[config.mk]
export PLATFORM = sky130hd
export DESIGN_NAME = sbox_v2
export DESIGN_NICKNAME = d
export VERILOG_FILES = /design/src/rtl/sbox_v2.sv
export SDC_FILE = /design/constraint.sdc
export NUM_CORES = 1
export LEC_CHECK = 0
export BUFFER_PORTS_ARGS = -buffer_cell sky130_fd_sc_hd__buf_4
export CAP_MARGIN = 20
export CORE_ASPECT_RATIO = 1.1
export CORE_UTILIZATION = 60
export CTS_BUF_LIST = sky130_fd_sc_hd__clkbuf_8
export DETAILED_ROUTE_END_ITERATION = 8
export PLACE_DENSITY = 0.81
export RECOVER_POWER = 100
export SLEW_MARGIN = 20
export SYNTH_ARGS = -nofsm -noshare
export SYNTH_HDL_FRONTEND = slang
export SYNTH_SLANG_ARGS = --single-unit
[constraint.sdc]
create_clock -name clk -period 10.8 [get_ports clk]
set_input_delay 1.62 -clock clk [delete_from_list [all_inputs] [get_ports clk]]
set_output_delay 1.62 -clock clk [all_outputs]
set_load 0.01 [all_outputs]
[src/rtl/sbox_v2.sv]
// sbox_v2 -- AES SubBytes via composite-field GF((2^4)^2) inversion.
// y is the same-cycle combinational result; y_q/out_valid are a one-cycle
// registered copy for pipelined round logic.
// Optional macro SBOX_INV_EN adds the inverse S-box (inv=1), sharing the
// GF(16) inversion core; without it, inv is ignored and y is always forward.
module sbox_v2 (
  input  logic       clk,
  input  logic       rst_n,
  input  logic [7:0] a,
  input  logic       in_valid,
  input  logic       inv,
  output logic [7:0] y,
  output logic [7:0] y_q,
  output logic       out_valid
);

  // GF(16) multiply, field polynomial x^4+x+1 (shift-left, fold carry as 0x3).
  // NOTE: function and always_comb temporaries use blocking '=' (values are
  // needed immediately in the same evaluation); flops below use '<='.
  function automatic logic [3:0] gf_mul(input logic [3:0] p, input logic [3:0] q);
    logic [3:0] acc;
    logic [3:0] sh;
    acc = 4'h0;
    sh  = p;
    for (int k = 0; k < 4; k++) begin
      if (q[k]) acc = acc ^ sh;
      sh = {sh[2:0], 1'b0} ^ (sh[3] ? 4'h3 : 4'h0);
    end
    return acc;
  endfunction

  // GF(16) inverse as x^14; maps 0 to 0 naturally.
  function automatic logic [3:0] gf_inv(input logic [3:0] x);
    logic [3:0] x2, x4, x8;
    x2 = gf_mul(x, x);
    x4 = gf_mul(x2, x2);
    x8 = gf_mul(x4, x4);
    return gf_mul(gf_mul(x8, x4), x2);
  endfunction

  // Map a GF(2^8) byte into the composite-field representation.
  function automatic logic [7:0] iso(input logic [7:0] v);
    logic [7:0] r;
    r[7] = v[5]^v[7];
    r[6] = v[1]^v[4]^v[5]^v[6];
    r[5] = v[2]^v[3]^v[5]^v[7];
    r[4] = v[2]^v[3]^v[4]^v[6]^v[7];
    r[3] = v[1]^v[2]^v[6]^v[7];
    r[2] = v[2]^v[3]^v[6]^v[7];
    r[1] = v[1]^v[4]^v[6];
    r[0] = v[0]^v[1]^v[2]^v[3]^v[7];
    return r;
  endfunction

  // Composite-field multiplicative inverse (0 stays 0).
  function automatic logic [7:0] core_inv(input logic [7:0] i);
    logic [3:0] g1, g0, t, inv4;
    g1   = i[7:4];
    g0   = i[3:0];
    t    = gf_mul(g1, g0) ^ gf_mul(g0, g0) ^ gf_mul(gf_mul(g1, g1), 4'hD);
    inv4 = gf_inv(t);
    return {gf_mul(g1, inv4), gf_mul(g1 ^ g0, inv4)};
  endfunction

  // Inverse isomorphism fused with the forward affine transform.
  function automatic logic [7:0] fwd_out(input logic [7:0] d);
    logic [7:0] r;
    r[7] = d[1]^d[2]^d[3]^d[7];
    r[6] = ~(d[4]^d[7]);
    r[5] = ~(d[1]^d[2]^d[7]);
    r[4] = d[0]^d[1]^d[2]^d[4]^d[6]^d[7];
    r[3] = d[0];
    r[2] = d[0]^d[1]^d[3]^d[4];
    r[1] = ~(d[0]^d[2]^d[7]);
    r[0] = ~(d[0]^d[5]^d[6]^d[7]);
    return r;
  endfunction

`ifdef SBOX_INV_EN
  // Plain inverse isomorphism (no affine step), used by the inverse S-box.
  function automatic logic [7:0] inv_iso(input logic [7:0] d);
    logic [7:0] r;
    r[7] = d[1]^d[6]^d[7];
    r[6] = d[1]^d[2]^d[5]^d[6];
    r[5] = d[1]^d[6];
    r[4] = d[2]^d[4];
    r[3] = d[2]^d[3]^d[4]^d[5]^d[6];
    r[2] = d[2]^d[3]^d[4]^d[6]^d[7];
    r[1] = d[4]^d[5]^d[6];
    r[0] = d[0]^d[1]^d[4];
    return r;
  endfunction

  // Inverse affine transform: b'_i = b_(i+2) ^ b_(i+5) ^ b_(i+7) ^ 0x05_i.
  function automatic logic [7:0] inv_affine(input logic [7:0] b);
    logic [7:0] r;
    for (int k = 0; k < 8; k++)
      r[k] = b[(k+2)%8] ^ b[(k+5)%8] ^ b[(k+7)%8];
    return r ^ 8'h05;
  endfunction

  // Shared inversion core; only the pre/post linear maps depend on inv.
  always_comb begin
    logic [7:0] core_in;
    logic [7:0] core_out;
    core_in  = iso(inv ? inv_affine(a) : a);
    core_out = core_inv(core_in);
    y        = inv ? inv_iso(core_out) : fwd_out(core_out);
  end
`else
  // inv is intentionally not consumed, so an unknown inv cannot reach y.
  logic unused_inv;
  assign unused_inv = inv;

  // Forward S-box only.
  always_comb begin
    y = fwd_out(core_inv(iso(a)));
  end
`endif

  // Registered copy: capture y only on valid beats, valid flag follows in_valid.
  // NOTE: both flops are on the async reset; y_q is a plain 8-bit register,
  // not a memory, so clearing it costs nothing and avoids stale data after reset.
  always_ff @(posedge clk or negedge rst_n) begin
    if (!rst_n) begin
      y_q       <= 8'h00;
      out_valid <= 1'b0;
    end else begin
      out_valid <= in_valid;
      if (in_valid) y_q <= y;
    end
  end

endmodule

==> impl_metrics.toml <==
[timing]
period_needed_ps = 10310
worst_pin_slew_ps = 962
finalSetupTns_ps = 0
setup_violations = 0
clock_skew_ps = 0
slew_headroom = 0.356
max_freq_mhz = 97.0
holdWs_ps = 506
setup_slack_ps = 489
slew_viol_final = 0
hold_viol_final = 0
post-route-period-util = 0.955

[detailed_routing]
routed_wl_um = 7170
ant_nets = 0
wl_per_cell_um = 15.9
drc = 0
dr.pass1.iters = 5
vias = 2888
routed_via_density = 6.40
drtIter0Drc = 306

[worst_setup_path]
crit-reg2reg-launch = "y_q[5]"
r2r_slack_ps = 10060
r2r_cells = 1
worst_setup_path_start_kind = "input port"
crit_end = "y[4]"
critPathKind = "in2out"
setup.worst_path.end_class = "output port"
cp.required_ps = 9180
regToRegEndpoint = "y_q[5]"
arrival_ps = 8690
critPathLaunch = "a[5]"
cp_max_fo = 17
max_stage_delay_ps = 520
slowest_stage = "or4_1"

[cells_and_area]
num_antenna_cells = 0
area_growth_pct = 9.64
fillCellCount = 402
fin_area_um2 = 3360
finalNetCount = 411
drive_above_1_share = 0.162

[cts]
clock-sinks = 9
cts_root_buffer = "clkbuf_8"
clkTransAtPathRegs_ps = 40
tritoncts = "yes"
numCtsBuffers = 3
htreeDepth = 1
clock_path_buffers = 2
clk_latency_ps = 230

[place]
gp_congestion = 0.924
place_ws_ps = 209
port-buffer-count = 27
dp_hpwl_um = 5390
dpl_cell_area_um2 = 3270

[synthesis]
synth_area_leaders = "xnor2_1 13%, xnor3_1 8.1%, dfrtp_1 7.4%"
synth_common_cells = "44 x xnor2_1, 38 x nor2_1, 29 x nand2_1"
yosysMostFrequentCell = "xnor2_1"
synth_cell_types = 68
ys_ff_latch = 9
synth_area_per_cell_um2 = 8.02
yosysWarnings = 0
synth_top_area_share = 0.126
seq_area_frac_synth = 0.0735
syn_nets = 397
synth_area_leader_cell = "xnor2_1"
async_reset_ff_frac = 1.00
synth_ff_type = "dfrtp_1"
synth-edff-count = 0
syn_area_um2 = 3060
synthCells = 382

[global_routing]
grt_pass1_wl_um = 12600
grtUsageTotal = 0.281
overflow = 0
first_global_vias = 2708
antenna_found_initial = 0
grt_max_degree = 26

[die]
design.die.area_um2 = 5400
die_h_um = 76.9
core_um2 = 4780
num_rows = 26
ioPinCount = 29
initial_utilization = 0.641
die_x_um = 70.1

[outcome]
status = "finished, final reports clean"

[flow_run]
maxCapViolCount = 0

[min_path]
holdCritPathClass = "reg2reg"
[metal layers]
layer | share of wire | up-vias | track usage
met3 | 0.044 | 18 | 0.0315
met1 | 0.43 | 1364 | 0.382
met5 | 0 | - | 0
li1 | - | 1413 | -
met2 | 0.50 | 93 | 0.478
met4 | 0.026 | 0 | 0.0600
[per-stage QoR]
step	utilization	std cells
final	0.702	451
after global routing	0.702	451
after CTS	0.692	450
after detailed placement	0.683	446
after global placement	0.683	446
after floorplan	-	382
[area by class of cell]
type / instances / area, um^2 / share of cell area
Clock buffer: 3 / 41.3 / 0.0123
Clock inverter: 1 / 3.75 / 0.00112
Inverter: 13 / 48.8 / 0.0145
Sequential cell: 9 / 225 / 0.0671
Multi-Input combinational cell: 332 / 2730 / 0.814
Tap cell: 56 / 70.1 / 0.0209
Timing Repair Buffer: 37 / 236 / 0.0704
[cells by family (layout without fill, tap and decap cells)]
logic type               count (synthesis)  count (layout)  synth area share
buffers and inverters                   41              54            0.0633
adder cells (fa/ha/maj)                  5               5            0.0188
multiplexers                            14              14            0.0478
flip-flops                               9               9            0.0735
AND/OR/NAND/NOR                        123             123             0.190
XOR/XNOR                                90              90             0.374
AO/OA/AOI/OAI                          100             100             0.232
[registers in the layout, indices dropped and copies added (netlist names)]
register / count
y_q: 8
out_valid: 1
[placed cells by master (no fill, tap or decap), types with 6 or more instances in the layout]
cell type  instances
a21oi_1           21
buf_4             26
clkbuf_1          11
dfrtp_1            9
inv_1             13
mux2i_1            8
nand2_1           29
nand3_1           10
nor2_1            38
nor3_1            12
o21ai_0           20
o22ai_1            6
xnor2_1           42
xnor3_1           10
xor2_1            19
[critical path: cells and delay by family]
kind	cells	cell delay (ps)
AOI/OAI and AO/OA	8	1990
xor gates and xnor gates	6	1780
adders and majority gates	2	690
buffers and inverters	6	870
and+or+nand+nor	6	1710
[worst min path at each step]
stage / endpoint / slack, ps / startpoint / depth (start not counted)
finish: y_q[6] / 510 / y_q[6] / 1
global route: y_q[6] / 520 / y_q[6] / 1
CTS: y_q[6] / 510 / y_q[6] / 1
global placement: y_q[1] / 490 / y_q[1] / 1
floorplan: y_q[5] / 550 / y_q[5] / 1
detailed placement: y_q[6] / 500 / y_q[6] / 1
[repair_timing]
action | CTS | global route
hold buffers | 0 | 0
endpoints found under the setup margin | 0 | 6
setup buffers | 0 | 1
resized for setup | 0 | 15
Power is left out: the tool's default activity adds up to more than one toggle a clock period on the data nets, which glitch-free logic cannot reach.
